$ cat config.mk
export PLATFORM = sky130hd
export DESIGN_NAME = stream_mux_rr
export DESIGN_NICKNAME = d
export VERILOG_FILES = /design/src/rtl/stream_mux_pkg.sv /design/src/rtl/rr_arbiter.sv /design/src/rtl/stream_mux_rr.sv
export SDC_FILE = /design/constraint.sdc
export NUM_CORES = 1
export LEC_CHECK = 0
export CORE_MARGIN = 2
export CORE_UTILIZATION = 34
export DETAILED_ROUTE_END_ITERATION = 12
export PLACE_DENSITY = 0.85
export SKIP_LAST_GASP = 1
export SYNTH_ARGS = -nofsm -noshare
export SYNTH_HDL_FRONTEND = slang
export SYNTH_SLANG_ARGS = --single-unit
$ cat constraint.sdc
create_clock -name clk -period 3.5 [get_ports clk]
set_input_delay 0.875 -clock clk [delete_from_list [all_inputs] [get_ports clk]]
set_output_delay 0.875 -clock clk [all_outputs]
set_load 0.01 [all_outputs]
$ cat src/rtl/stream_mux_pkg.sv
// Shared types and helpers for the round-robin / select-driven stream multiplexer.
package stream_mux_pkg;

    typedef enum logic {
        IDLE   = 1'b0,
        LOCKED = 1'b1
    } state_e;

    localparam int MODE_SEL = 0;
    localparam int MODE_RR  = 1;

    // Widest channel count the onehot helper supports; callers slice down to N_CH.
    localparam int MAX_CH = 32;

    function automatic logic [MAX_CH-1:0] onehot(input int unsigned idx);
        return {{(MAX_CH-1){1'b0}}, 1'b1} << idx;
    endfunction

endpackage

$ cat src/rtl/rr_arbiter.sv
// Combinational round-robin arbiter: searches from ptr+1 upward, wrapping, and
// returns a one-hot grant for the first requesting channel.
module rr_arbiter #(
    parameter  int N_CH  = 4,
    localparam int SEL_W = (N_CH > 1) ? $clog2(N_CH) : 1
) (
    input  logic [N_CH-1:0]  req,
    input  logic [SEL_W-1:0] ptr,
    output logic [N_CH-1:0]  gnt
);

    logic             found;
    logic [SEL_W-1:0] idx;

    always_comb begin
        gnt   = '0;
        found = 1'b0;
        idx   = '0;
        for (int k = 1; k <= N_CH; k++) begin
            idx = SEL_W'((int'(ptr) + k) % N_CH);
            if (!found && req[idx]) begin
                gnt[idx] = 1'b1;
                found    = 1'b1;
            end
        end
    end

endmodule

$ cat src/rtl/stream_mux_rr.sv
// N-channel registered stream multiplexer; a grant is held from the first beat
// of a packet until its last beat, chosen by external select or round-robin.
module stream_mux_rr
    import stream_mux_pkg::*;
#(
    parameter  int N_CH  = 4,
    parameter  int W     = 8,
    parameter  int MODE  = MODE_SEL,
    localparam int SEL_W = (N_CH > 1) ? $clog2(N_CH) : 1
) (
    input  logic                clk,
    input  logic                rst,
    input  logic [N_CH*W-1:0]   in_data,
    input  logic [N_CH-1:0]     in_valid,
    input  logic [N_CH-1:0]     in_last,
    output logic [N_CH-1:0]     in_ready,
    input  logic [SEL_W-1:0]    sel,
    output logic [W-1:0]        out_data,
    output logic                out_valid,
    output logic                out_last,
    input  logic                out_ready,
    output logic [N_CH-1:0]     grant,
    output state_e              dbg_state,
    output logic [SEL_W-1:0]    dbg_ptr
);

    state_e            state_q, state_d;
    logic [N_CH-1:0]   grant_q, grant_d;
    logic [SEL_W-1:0]  ptr_q, ptr_d;
    logic [W-1:0]      out_data_q, out_data_d;
    logic              out_valid_q, out_valid_d;
    logic              out_last_q, out_last_d;

    logic [MAX_CH-1:0] sel_oh_full;
    logic [N_CH-1:0]   sel_oh, rr_gnt, idle_gnt;
    logic              accept, beat_last;
    logic [W-1:0]      beat_data;
    logic [SEL_W-1:0]  g_idx;

    // An out-of-range select falls outside the slice, giving an all-zero mask.
    always_comb sel_oh_full = onehot(32'(sel));
    assign sel_oh = sel_oh_full[N_CH-1:0];

    generate
        if (MODE == MODE_RR) begin : g_rr
            rr_arbiter #(.N_CH(N_CH)) u_arb (
                .req (in_valid),
                .ptr (ptr_q),
                .gnt (rr_gnt)
            );
        end else begin : g_sel
            assign rr_gnt = '0;
        end
    endgenerate

    always_comb begin
        idle_gnt = (MODE == MODE_RR) ? rr_gnt
                 : ((|(in_valid & sel_oh)) ? sel_oh : '0);
        in_ready = (state_q == LOCKED)
                 ? (grant_q & {N_CH{~out_valid_q | out_ready}}) : '0;
        accept   = |(in_valid & in_ready);

        // AND-OR select over the one-hot grant.
        beat_data = '0;
        g_idx     = '0;
        for (int i = 0; i < N_CH; i++) begin
            beat_data = beat_data | (in_data[i*W +: W] & {W{grant_q[i]}});
            if (grant_q[i]) g_idx = SEL_W'(i);
        end
        beat_last = |(in_last & grant_q);

        state_d     = state_q;
        grant_d     = grant_q;
        ptr_d       = ptr_q;
        out_data_d  = out_data_q;
        out_last_d  = out_last_q;
        out_valid_d = out_valid_q;

        case (state_q)
            IDLE: begin
                if (|idle_gnt) begin
                    state_d = LOCKED;
                    grant_d = idle_gnt;
                end
            end
            LOCKED: begin
                if (accept && beat_last) begin
                    state_d = IDLE;
                    grant_d = '0;
                    if (MODE == MODE_RR) ptr_d = g_idx;
                end
            end
            default: state_d = IDLE;
        endcase

        if (accept) begin
            out_data_d  = beat_data;
            out_last_d  = beat_last;
            out_valid_d = 1'b1;
        end else if (out_ready) begin
            out_valid_d = 1'b0;
        end
    end

    always_ff @(posedge clk) begin
        if (rst) begin
            state_q     <= IDLE;
            grant_q     <= '0;
            ptr_q       <= SEL_W'(N_CH - 1);
            out_data_q  <= '0;
            out_last_q  <= 1'b0;
            out_valid_q <= 1'b0;
        end else begin
            state_q     <= state_d;
            grant_q     <= grant_d;
            ptr_q       <= ptr_d;
            out_data_q  <= out_data_d;
            out_last_q  <= out_last_d;
            out_valid_q <= out_valid_d;
        end
    end

    assign out_data  = out_data_q;
    assign out_valid = out_valid_q;
    assign out_last  = out_last_q;
    assign grant     = grant_q;
    assign dbg_state = state_q;
    assign dbg_ptr   = ptr_q;

endmodule

==> results.txt <==
----------------------------------------------------
[Yosys]
  Primary flip-flop cell chosen by synthesis mapping ... sky130_fd_sc_hd__dfxtp_1
  Number of enable-type register cells in the synthesized netlist ... 0
  Post-synth cell types ... 23
  Synthesized instance count ... 86
  Yosys warnings ... 0
  Count of state elements after synthesis ... 15
  Post-synth ARST share ... 0%
  Average instance area after synthesis ... 9.326 sq um
  Mapped cell area ... 802.0 sq um
  Proportion of synthesized chip area in sequential cells ... about 37%

[Critical path]
  R2r startpoint ... grant[0]
  Arrival time worst endpoint ... between 2 and 2.5 ns
  Crit Path Max Fanout ... 7
  FF-to-FF setup slack ... around 1.5 ns
  Element type at the critical path start ... primary input
  Critical path endpoint category ... output pin
  Req. time, crit path ... between 2 and 3 ns
  Critical Path Start ... out_ready
  Type of the worst setup path ... primary input to output pin
  Worst r2r path cells ... 4
  Worst reg2reg endpoint ... grant[1]
  Worst setup path end ... in_ready[2]

[Timing]
  Number of hold violations in the final report ... 0
  Worst slew pin tran ... around 0.6 ns
  Sum Neg Setup Slack ... 0 ns
  Worst-case headroom to the max-slew limit ... 59.94%
  Worst setup slack after layout ... about 0.37 ns
  Unrepaired setup endpoints after global routing ... false
  Post-layout min period ... 3.133 ns
  Highest Clock Rate ... 319.2 MHz
  Maximum clock skew at final layout ... 0.003798 ns
  Ratio of final minimum period to clock period ... just under 90%
  Setup-failing EPs final ... 0
  Final Slew Violations ... 0

[Placed design]
  Placed cell count ... roughly 170
  Quantity of I/O buffers inserted on ports ... 63
  Pre-CTS setup slack ... approximately 0.38 ns
  GPL Wtd Cong ... between 0.7 and 0.8
  DP Wirelength ... 2121 um

[Power and ir drop]
  Peak supply drop ... 188.2 uV
  Leakage Power ... 0.0004884 uW
  Total power divided by cell area ... 279.2 nW/um^2
  Total Power ... a little over 400 uW

[CTS]
  Hold buffers post-CTS ... 0
  Clock latency on the worst-skew pair ... approximately 0.28 ns
  Clock tree from TritonCTS ... done
  TritonCTS buffer count ... 3
  Post-CTS Resized ... 0
  Post CTS Setup Buffer Count ... 0
  CTS Sinks ... 15
  Root buffer selected by CTS ... sky130_fd_sc_hd__clkbuf_4
  Register clock-pin slew on the reported worst setup and hold paths ... 0.08 ns
  CTS H-tree depth ... 1
  Buffers from clock root to sink, at most ... 2

[Floorplanning]
  Std cell rows ... 17
  Die Height ... 52.57 um
  Die width ... 52.57 um
  Starting utilization of the core area ... between 30% and 40%
  Total Die Area ... 2764 sq um
  Core Region ... 2212 sq um
  I/O Pins ... 66

[GRT]
  Initial antenna violation count ... 0
  Via count of the first global-routing pass ... 889
  Leftover overflow at the end of global routing ... 0
  First-pass GRT wire length ... between 4000 and 5000 um
  Global-route usage over all layers ... 21.01%
  Maximum number of pins on one net before global-route repair ... 19

[Min path]
  Worst Hold Launch ... out_last
  Worst Hold Class ... flip-flop to flip-flop

[Finish]
  Post-layout instance count excluding filler cells ... ~170
  Fraction of final layout cells with drive strength greater than 1 ... under 10%
  Total number of nets in the final design ... 190
  Area taken by multi-input logic gates ... 447.9 sq um
  Ant. Diodes ... 0
  Commonest non-fill, non-tap cells in the layout ... sky130_fd_sc_hd__clkdlybuf4s50_1 (63), sky130_fd_sc_hd__a22oi_1 (18), sky130_fd_sc_hd__dfxtp_1 (15)
  Most common library cell in the layout ignoring fill and taps ... sky130_fd_sc_hd__clkdlybuf4s50_1
  Fill count ... 191
  Syn-to-layout area delta ... 79.56%
  Footprint of the flip-flops and latches ... ~300 sq um

[Routing]
  Vias after detailed routing ... 948
  Via density per instance ... between 5 and 6
  Final routed wire length divided by cell count ... 16.04 um
  Starting DRT DRC Count ... 17
  Antenna Nets Post-Route ... 0
  Number of design rule violations left after detail routing ... 0
  Total wire length after detailed routing ... 2759 um
  TritonRoute pass-1 iters ... 4

[Outcome]
  Status ... complete, no violations

[Run]
  Number of maximum-capacitance constraint violations ... 0

----------------------------------------------------
==> kinds of logic (layout without fill, tap and decap cells) <==
kind of cell | Yosys count | count (layout) | synth area share, %
other | 1 | 2 | 0.4676
AOI/OAI and AO/OA | 38 | 38 | 37.60
DFF | 15 | 15 | 37.44
muxes | 1 | 1 | 3.277
and+or+nand+nor | 21 | 21 | 14.04
buffers and inverters | 10 | 67 | 7.176
==> synth_stat cells, types with 2 or more instances <==
library cell,instances,area [sq um]
sky130_fd_sc_hd__buf_4,3,22.52
sky130_fd_sc_hd__and3_1,4,25.02
sky130_fd_sc_hd__clkbuf_1,5,18.77
sky130_fd_sc_hd__nor2_1,8,30.03
sky130_fd_sc_hd__a21oi_1,2,10.01
sky130_fd_sc_hd__dfxtp_1,15,300.3
sky130_fd_sc_hd__a31o_1,4,35.03
sky130_fd_sc_hd__nand2b_1,2,12.51
sky130_fd_sc_hd__a22o_1,2,17.52
sky130_fd_sc_hd__nor4b_1,2,17.52
sky130_fd_sc_hd__a22oi_1,18,135.1
sky130_fd_sc_hd__nand2_1,3,11.26
sky130_fd_sc_hd__a311oi_1,8,70.07
==> stage by stage <==
| stage | hold WS, ns | utilization, % | instance area (sq um) |
|---|---|---|---|
| finish | 0.4586 | 65.10 | 1440 |
| CTS | 0.4630 | 65.10 | 1440 |
| global route | 0.5002 | 65.10 | 1440 |
| global placement | 0.4503 | 63.91 | 1414 |
| floorplan | 0.4805 | - | 805.8 |
| detailed placement | 0.4513 | 63.91 | 1414 |
==> power by group <==
group	total [uW]	internal [uW]	leakage [uW]	switching [uW]
Combinational	113	74.8	0.000352	37.9
Clock	96.8	44.3	0.0000150	52.5
Sequential	193	179	0.000122	13.5
Total	402	298	0.000488	104
==> state kept, by name (all words and copies together), names as in the netlist <==
register and cells:
out_data 8, grant 4, out_valid 1, dbg_state 1, out_last 1
==> critical path, stage by stage <==
cell and delay [ns]:
sky130_fd_sc_hd__clkdlybuf4s50_1 0.45, sky130_fd_sc_hd__nand2b_1 0.20, sky130_fd_sc_hd__and3_1 0.19, sky130_fd_sc_hd__clkdlybuf4s50_1 0.54
==> worst min path at each step <==
stage / endpoint / slack [ns] / depth (start not counted)
4_1_cts: out_last / 0.46 / 2
6_report: out_last / 0.46 / 2
3_3_place_gp: out_last / 0.45 / 2
3_5_place_dp: out_last / 0.45 / 2
5_1_grt: out_last / 0.50 / 2
2_1_floorplan: out_last / 0.48 / 2
==> area by class of cell <==
type	instances	share of cell area, %
Tap cell	28	2.433
Sequential cell	15	20.85
Multi-Input combinational cell	62	31.10
Timing Repair Buffer	63	43.79
Clock buffer	4	1.825
==> metal layers <==
layer | routed length, um | vias up | GRT usage (%)
met2 | 1550 | 34 | 36.67
met1 | 1049 | 450 | 24.22
met3 | 132 | 4 | 5.429
li1 | - | 460 | -
met5 | 0 | - | 0
met4 | 26 | 0 | 8.120
Power figures use the tool's default switching activity.
